## src/rtl/sdram_bridge_pkg.sv

```systemverilog
// Shared types and widths for the northbridge-to-Avalon SDRAM bridge.
package sdram_bridge_pkg;

    localparam int ADDR_W = 22;
    localparam int DATA_W = 16;
    localparam int BE_W   = 2;

    typedef struct packed {
        logic              we;
        logic [ADDR_W-1:0] addr;
        logic [BE_W-1:0]   be;
        logic [DATA_W-1:0] data;
    } sdram_cmd_t;

    localparam int CMD_W = $bits(sdram_cmd_t);

endpackage

```

## src/rtl/sdram_bridge_if.sv

```systemverilog
// Bus bundles for the bridge: northbridge request/return port and Avalon-MM master port.
interface sdram_nb_if;
    import sdram_bridge_pkg::*;

    logic [ADDR_W-1:0] az_addr;
    logic [BE_W-1:0]   az_be_n;
    logic [DATA_W-1:0] az_data;
    logic              az_rd_n;
    logic              az_wr_n;
    logic [DATA_W-1:0] za_data;
    logic              za_valid;
    logic              za_waitrequest;

    modport master (
        output az_addr, az_be_n, az_data, az_rd_n, az_wr_n,
        input  za_data, za_valid, za_waitrequest
    );

    modport slave (
        input  az_addr, az_be_n, az_data, az_rd_n, az_wr_n,
        output za_data, za_valid, za_waitrequest
    );
endinterface

interface sdram_avm_if;
    import sdram_bridge_pkg::*;

    logic [ADDR_W-1:0] avm_address;
    logic [BE_W-1:0]   avm_byteenable;
    logic [DATA_W-1:0] avm_writedata;
    logic              avm_read;
    logic              avm_write;
    logic              avm_waitrequest;
    logic [DATA_W-1:0] avm_readdata;
    logic              avm_readdatavalid;

    modport master (
        output avm_address, avm_byteenable, avm_writedata, avm_read, avm_write,
        input  avm_waitrequest, avm_readdata, avm_readdatavalid
    );

    modport slave (
        input  avm_address, avm_byteenable, avm_writedata, avm_read, avm_write,
        output avm_waitrequest, avm_readdata, avm_readdatavalid
    );
endinterface

```

## src/rtl/sdram_bridge_sync_fifo.sv

```systemverilog
// Show-ahead synchronous FIFO; o_head is the oldest entry whenever o_empty is low.
module sync_fifo #(
    parameter int WIDTH = 8,
    parameter int DEPTH = 4
) (
    input  logic                     clk,
    input  logic                     reset,
    input  logic                     i_push,
    input  logic [WIDTH-1:0]         i_data,
    input  logic                     i_pop,
    output logic [WIDTH-1:0]         o_head,
    output logic                     o_full,
    output logic                     o_empty,
    output logic [$clog2(DEPTH):0]   o_count
);

    localparam int PTR_W = $clog2(DEPTH);
    localparam int CNT_W = PTR_W + 1;

    logic [WIDTH-1:0] r_mem [DEPTH];
    logic [PTR_W-1:0] r_wr_ptr;
    logic [PTR_W-1:0] r_rd_ptr;
    logic [CNT_W-1:0] r_count;
    logic             w_do_push;
    logic             w_do_pop;

    assign o_full    = (r_count == CNT_W'(DEPTH));
    assign o_empty   = (r_count == '0);
    assign o_count   = r_count;
    assign o_head    = r_mem[r_rd_ptr];
    assign w_do_push = i_push && !o_full;
    assign w_do_pop  = i_pop && !o_empty;

    // Storage carries no reset; only pointers and occupancy define validity.
    always_ff @(posedge clk) begin
        if (w_do_push) begin
            r_mem[r_wr_ptr] <= i_data;
        end
    end

    always_ff @(posedge clk or posedge reset) begin
        if (reset) begin
            r_wr_ptr <= '0;
            r_rd_ptr <= '0;
            r_count  <= '0;
        end else begin
            if (w_do_push) begin
                r_wr_ptr <= r_wr_ptr + 1'b1;
            end
            if (w_do_pop) begin
                r_rd_ptr <= r_rd_ptr + 1'b1;
            end
            case ({w_do_push, w_do_pop})
                2'b10:   r_count <= r_count + 1'b1;
                2'b01:   r_count <= r_count - 1'b1;
                default: r_count <= r_count;
            endcase
        end
    end

endmodule

```

## src/rtl/sdram_bridge.sv

```systemverilog
// Posts northbridge strobes into a command FIFO, drives them as held Avalon requests,
// and returns read data as a registered single-cycle pulse.
module sdram_bridge
    import sdram_bridge_pkg::*;
#(
    parameter int FIFO_DEPTH = 4,
    parameter int MAX_RD     = 2
) (
    input  logic       clk,
    input  logic       reset,
    sdram_nb_if.slave  nb,
    sdram_avm_if.master avm,
    output logic       proto_err
);

    localparam int CNT_W = $clog2(FIFO_DEPTH) + 1;
    localparam int RD_W  = $clog2(MAX_RD + 1);

    logic             w_rd_strobe;
    logic             w_wr_strobe;
    logic             w_both_strobe;
    logic             w_push_req;
    logic             w_push;
    logic             w_pop;
    sdram_cmd_t       w_push_cmd;
    sdram_cmd_t       w_head;
    logic             w_full;
    logic             w_empty;
    logic [CNT_W-1:0] w_count;
    logic             w_rd_gated;
    logic             w_avm_read;
    logic             w_avm_write;
    logic             w_rd_accept;
    logic             w_rd_return;
    logic             w_stray_rdv;

    logic [RD_W-1:0]   r_rd_out;
    logic              r_proto_err;
    logic              r_za_valid;
    logic [DATA_W-1:0] r_za_data;

    assign w_rd_strobe   = !nb.az_rd_n &&  nb.az_wr_n;
    assign w_wr_strobe   =  nb.az_rd_n && !nb.az_wr_n;
    assign w_both_strobe = !nb.az_rd_n && !nb.az_wr_n;
    assign w_push_req    = w_rd_strobe || w_wr_strobe;
    assign w_push        = w_push_req && !w_full;
    assign w_push_cmd    = {w_wr_strobe, nb.az_addr, ~nb.az_be_n, nb.az_data};

    sync_fifo #(
        .WIDTH (CMD_W),
        .DEPTH (FIFO_DEPTH)
    ) u_cmd_fifo (
        .clk     (clk),
        .reset   (reset),
        .i_push  (w_push),
        .i_data  (w_push_cmd),
        .i_pop   (w_pop),
        .o_head  (w_head),
        .o_full  (w_full),
        .o_empty (w_empty),
        .o_count (w_count)
    );

    // A read head stalls at the outstanding limit, and because it stays at the
    // head nothing behind it can overtake.
    assign w_rd_gated  = (r_rd_out == RD_W'(MAX_RD));
    assign w_avm_read  = !w_empty && !w_head.we && !w_rd_gated;
    assign w_avm_write = !w_empty &&  w_head.we;
    assign w_pop       = (w_avm_read || w_avm_write) && !avm.avm_waitrequest;
    assign w_rd_accept = w_avm_read && !avm.avm_waitrequest;
    assign w_rd_return = avm.avm_readdatavalid && (r_rd_out != '0);
    assign w_stray_rdv = avm.avm_readdatavalid && (r_rd_out == '0);

    assign avm.avm_read       = w_avm_read;
    assign avm.avm_write      = w_avm_write;
    assign avm.avm_address    = w_empty ? '0 : w_head.addr;
    assign avm.avm_byteenable = w_empty ? '0 : w_head.be;
    assign avm.avm_writedata  = w_empty ? '0 : w_head.data;

    // One entry of slack absorbs the strobe the northbridge registers before it
    // sees waitrequest rise.
    assign nb.za_waitrequest = (w_count >= CNT_W'(FIFO_DEPTH - 1));
    assign nb.za_valid       = r_za_valid;
    assign nb.za_data        = r_za_data;
    assign proto_err         = r_proto_err;

    always_ff @(posedge clk or posedge reset) begin
        if (reset) begin
            r_rd_out <= '0;
        end else begin
            case ({w_rd_accept, w_rd_return})
                2'b10:   r_rd_out <= r_rd_out + 1'b1;
                2'b01:   r_rd_out <= r_rd_out - 1'b1;
                default: r_rd_out <= r_rd_out;
            endcase
        end
    end

    always_ff @(posedge clk or posedge reset) begin
        if (reset) begin
            r_proto_err <= 1'b0;
        end else if (w_both_strobe || (w_push_req && w_full) || w_stray_rdv) begin
            r_proto_err <= 1'b1;
        end
    end

    always_ff @(posedge clk or posedge reset) begin
        if (reset) begin
            r_za_valid <= 1'b0;
            r_za_data  <= '0;
        end else begin
            r_za_valid <= w_rd_return;
            if (w_rd_return) begin
                r_za_data <= avm.avm_readdata;
            end
        end
    end

endmodule

```

## src/flat_wrapper.sv

```systemverilog
// flat-port wrapper written by rule: the top's interface ports become plain ports
module sdram_bridge_flat import sdram_bridge_pkg::*;
#(
    parameter int FIFO_DEPTH = 4,
    parameter int MAX_RD     = 2
)
  (clk, reset, proto_err, nb_az_addr, nb_az_be_n, nb_az_data, nb_az_rd_n, nb_az_wr_n, nb_za_data, nb_za_valid, nb_za_waitrequest, avm_avm_address, avm_avm_byteenable, avm_avm_writedata, avm_avm_read, avm_avm_write, avm_avm_waitrequest, avm_avm_readdata, avm_avm_readdatavalid);
  sdram_nb_if nb_i ();
  sdram_avm_if avm_i ();
  input  logic clk;
  input  logic reset;
  output logic proto_err;
  input wire logic [$bits(nb_i.az_addr)-1:0] nb_az_addr;
  input wire logic [$bits(nb_i.az_be_n)-1:0] nb_az_be_n;
  input wire logic [$bits(nb_i.az_data)-1:0] nb_az_data;
  input wire logic [$bits(nb_i.az_rd_n)-1:0] nb_az_rd_n;
  input wire logic [$bits(nb_i.az_wr_n)-1:0] nb_az_wr_n;
  output wire logic [$bits(nb_i.za_data)-1:0] nb_za_data;
  output wire logic [$bits(nb_i.za_valid)-1:0] nb_za_valid;
  output wire logic [$bits(nb_i.za_waitrequest)-1:0] nb_za_waitrequest;
  output wire logic [$bits(avm_i.avm_address)-1:0] avm_avm_address;
  output wire logic [$bits(avm_i.avm_byteenable)-1:0] avm_avm_byteenable;
  output wire logic [$bits(avm_i.avm_writedata)-1:0] avm_avm_writedata;
  output wire logic [$bits(avm_i.avm_read)-1:0] avm_avm_read;
  output wire logic [$bits(avm_i.avm_write)-1:0] avm_avm_write;
  input wire logic [$bits(avm_i.avm_waitrequest)-1:0] avm_avm_waitrequest;
  input wire logic [$bits(avm_i.avm_readdata)-1:0] avm_avm_readdata;
  input wire logic [$bits(avm_i.avm_readdatavalid)-1:0] avm_avm_readdatavalid;
  assign nb_i.az_addr = nb_az_addr;
  assign nb_i.az_be_n = nb_az_be_n;
  assign nb_i.az_data = nb_az_data;
  assign nb_i.az_rd_n = nb_az_rd_n;
  assign nb_i.az_wr_n = nb_az_wr_n;
  assign nb_za_data = nb_i.za_data;
  assign nb_za_valid = nb_i.za_valid;
  assign nb_za_waitrequest = nb_i.za_waitrequest;
  assign avm_avm_address = avm_i.avm_address;
  assign avm_avm_byteenable = avm_i.avm_byteenable;
  assign avm_avm_writedata = avm_i.avm_writedata;
  assign avm_avm_read = avm_i.avm_read;
  assign avm_avm_write = avm_i.avm_write;
  assign avm_i.avm_waitrequest = avm_avm_waitrequest;
  assign avm_i.avm_readdata = avm_avm_readdata;
  assign avm_i.avm_readdatavalid = avm_avm_readdatavalid;
  sdram_bridge #(.FIFO_DEPTH(FIFO_DEPTH), .MAX_RD(MAX_RD)) u_core (.clk(clk), .reset(reset), .nb(nb_i), .avm(avm_i), .proto_err(proto_err));
endmodule
```

## config.mk

```make
export PLATFORM = sky130hd
export DESIGN_NAME = sdram_bridge_flat
export DESIGN_NICKNAME = d
export VERILOG_FILES = /design/src/rtl/sdram_bridge_pkg.sv /design/src/rtl/sdram_bridge_if.sv /design/src/rtl/sdram_bridge_sync_fifo.sv /design/src/rtl/sdram_bridge.sv /design/src/flat_wrapper.sv
export SDC_FILE = /design/constraint.sdc
export NUM_CORES = 1
export LEC_CHECK = 0
export BUFFER_PORTS_ARGS = -buffer_cell sky130_fd_sc_hd__buf_2
export CAP_MARGIN = 15
export CORE_MARGIN = 8
export CORE_UTILIZATION = 60
export CTS_CLUSTER_SIZE = 10
export DETAILED_ROUTE_END_ITERATION = 10
export PLACE_DENSITY_LB_ADDON = 0.05
export SYNTH_ARGS = -nofsm -noshare
export SYNTH_HDL_FRONTEND = slang
export SYNTH_SLANG_ARGS = --single-unit
```

## constraint.sdc

```tcl
create_clock -name clk -period 3.8 [get_ports clk]
set_clock_uncertainty 0.05 [all_clocks]
set_input_delay 0.38 -clock clk [delete_from_list [all_inputs] [get_ports clk]]
set_output_delay 0.38 -clock clk [all_outputs]
set_load 0.005 [all_outputs]
```

==> results.cfg <==
[finish]
nFillCells = 807
drive_gt1_share_pct = 41.2
final_common_cell = edfxtp_1
syn_to_final_growth_pct = 19.1
nets = 570
fin_cells = 684
final_cell_mix = edfxtp_1 (164), buf_2 (122), nor2b_1 (41)
antenna_cells = 0

[clocking]
post_cts_resized = 0
path_clk_slew_ns = 0.06
htreeDepth = 4
clockBufferDepth = 2
cts_buffers = 17
cts.sinks = 191
cts_root_buf = clkbuf_16
cts_tree = built
clk_latency_ns = 0.42
holdBufCountCts = 0
post_cts_buffers = 0

[worst_setup_path]
arrival_ns = 2.48
max_stage_delay_ns = 0.70
crit_path_end_kind = output pin
cpMaxStageDelayCell = dfrtp_4
startpoint_type = register
cp_max_fo = 21
critPathRequiredTime_ns = 3.37
r2r-start = u_core.u_cmd_fifo.r_rd_ptr[0]
path_cells = buf_4, mux4_2, nor2b_1, buf_2
crit_buf_inv = 2
path_class = reg2out
crit_family = flip-flops
startpoint = u_core.u_cmd_fifo.r_rd_ptr[0]

[logic_synthesis]
syn_area_per_cell_um2 = 20.7
syn-cell-area_mm2 = 0.00751
syn_inst = 363
yosys.area.top_type_share_pct = 65.6
syn_nets = 434
ys_seq_area_share_pct = 74.6
synth-xor-area-share_pct = 0.933
synth-compound-area-share_pct = 0.967
yosys.area_share.simple_pct = 4.62
yosysTopAreaCell = edfxtp_1
synth_top_family_by_area = multiplexers
ys_seq_elements = 191
synth_fa_ha_area_share_pct = 1.60
muxShareOfSynthArea_pct = 15.1
ys_types = 33
synth_area_leaders = edfxtp_1 (66%), mux4_2 (12%), dfrtp_1 (9.0%)
yosysWarnings = 0

[drt]
dr_total_vias = 3716
wl_per_cell_um = 19.7
via_per_inst = 5.43
totalWireLength_um = 13500
drc = 0
drt-initial-drc-count = 191
first_pass_iters = 4
antenna_left = 0

[power_and_ir_drop]
p_leak_nw = 3.33
peakVddDrop_mv = 0.405
cellPowerDensity_mw_per_mm2 = 781

[timing]
min_period_over_period_pct = 76.5
worstMarginPinSlew_ns = 0.864
rsz0062_at_grt = false
finalSetupViolCount = 0
finalSetupTns_ns = 0
slew_violations = 0
slew_headroom_pct = 42.4
timing.fmax_ghz = 0.344
hold_viol_final = 0
final.min_clock_period_ns = 2.91

[die]
io_pins = 123
core_mm2 = 0.0124
die-area_mm2 = 0.0163
die_width_um = 128
num_rows = 41
die_h_um = 128
initial_core_util_pct = 60.5

[placement]
dp_hpwl_um = 8750
gp_congestion = 0.689
place_inst = 650
portBuffers = 122

[global_routing]
grt_pass1_vias = 4022
grt_pass1_wl_um = 21200
grt_antenna_before_repair = 0
grt_usage_pct = 17.4
grt_max_degree = 37
grt_remaining_overflow = 0

[run]
maxCapViolCount = 0

[run_status]
status = finished, final reports clean

[worst_hold_path]
min-delay-path-class = in2reg
min-delay-start = avm_avm_readdata[8]
metrics by stage:
step                      hold WS [ns]  worst slack (ns)  utilization [%]  total power, mW  area [um^2]
after floorplan                  0.383              1.36                -             4.52         7510
after global placement           0.416              1.27             67.1             5.31         8330
after detailed placement         0.420              1.28             67.1             5.36         8330
after CTS                        0.102             0.821             71.7             7.09         8900
after global routing             0.109             0.697             72.0             7.38         8940
final                            0.116             0.893             72.0             6.98         8940
routing by layer:
layer,share of wire [%],track usage [%]
met4,1.8,7.41
met1,42,20.9
met5,0,0
met2,50,28.9
met3,6.7,5.16
cell families after synthesis:
group                      Yosys count
AOI/OAI and AO/OA                    8
xor gates and xnor gates             8
adders and majority gates            9
buffers and inverters               30
DFF                                191
muxes                               61
and+or+nand+nor                     56
synth_stat cells, drive strengths merged:
| master | instances |
|---|---|
| ha | 8 |
| a211o | 1 |
| edfxtp | 164 |
| xor2 | 3 |
| o31a | 1 |
| buf | 13 |
| a211oi | 1 |
| o21ai | 1 |
| a21o | 1 |
| nor2b | 42 |
| mux2 | 17 |
| inv | 14 |
| and2 | 4 |
| a21oi | 1 |
| xnor2 | 5 |
| a2111oi | 1 |
| dfrtp | 27 |
| nor3 | 2 |
| clkbuf | 3 |
| nand2 | 1 |
| nor2 | 5 |
| mux2i | 4 |
| fa | 1 |
| nand3 | 1 |
| mux4 | 40 |
| a21boi | 1 |
| or4 | 1 |
path summary, 6_finish.rpt:
| path | to | slack, ns | depth (start not counted) |
|---|---|---|---|
| min in group asynchronous | u_core.nb.za_data[9] | 0.39 | 3 |
| worst min-delay path | u_core.nb.za_data[8] | 0.12 | 2 |
| worst max register to register | u_core.u_cmd_fifo.o_count[2] | 1.32 | 9 |
| worst max-delay path | avm_avm_address[12] | 0.89 | 4 |
| max in group asynchronous | u_core.u_cmd_fifo.r_rd_ptr[1] | 2.90 | 4 |
| worst min register to register | u_core.nb.za_data[10] | 0.43 | 1 |
layout make-up:
| cell class | count | area, um^2 | share of cell area (%) |
|---|---|---|---|
| clock buffers | 18 | 429 | 4.80 |
| clock inverters | 14 | 148 | 1.65 |
| inverters | 14 | 52.6 | 0.588 |
| multi-input cells | 142 | 1750 | 19.6 |
| flip-flops and latches | 191 | 5610 | 62.7 |
| well taps | 172 | 215 | 2.41 |
| repair buffers | 133 | 741 | 8.28 |
sequential cells by signal, indices dropped and copies added (netlist names):
name and flops:
u_core.u_cmd_fifo.o_count 3, u_core.r_rd_out 2, u_core.u_cmd_fifo.r_rd_ptr 2, u_core.nb.za_valid 1
u_core.proto_err 1, u_core.u_cmd_fifo.r_wr_ptr 2, u_core.u_cmd_fifo.r_mem 164, u_core.nb.za_data 16
worst reg2reg max path, delay by kind of cell (launching register included):
family,cells,cell delay (ns)
AOI/OAI and AO/OA,1,0.17
xor gates and xnor gates,2,0.31
adders and majority gates,2,0.55
buffers and inverters,2,0.22
DFF,1,0.65
muxes,1,0.35
and+or+nand+nor,1,0.12
report_power, final:
part	total [mW]	switching (mW)	internal [mW]	leakage, nW
Clock	1.73	0.706	1.02	0.279
Sequential	3.08	0.257	2.82	1.81
Combinational	2.18	1.04	1.14	1.24
Total	6.98	2.00	4.98	3.33
Note: power is estimated with default switching activity, not from simulation.
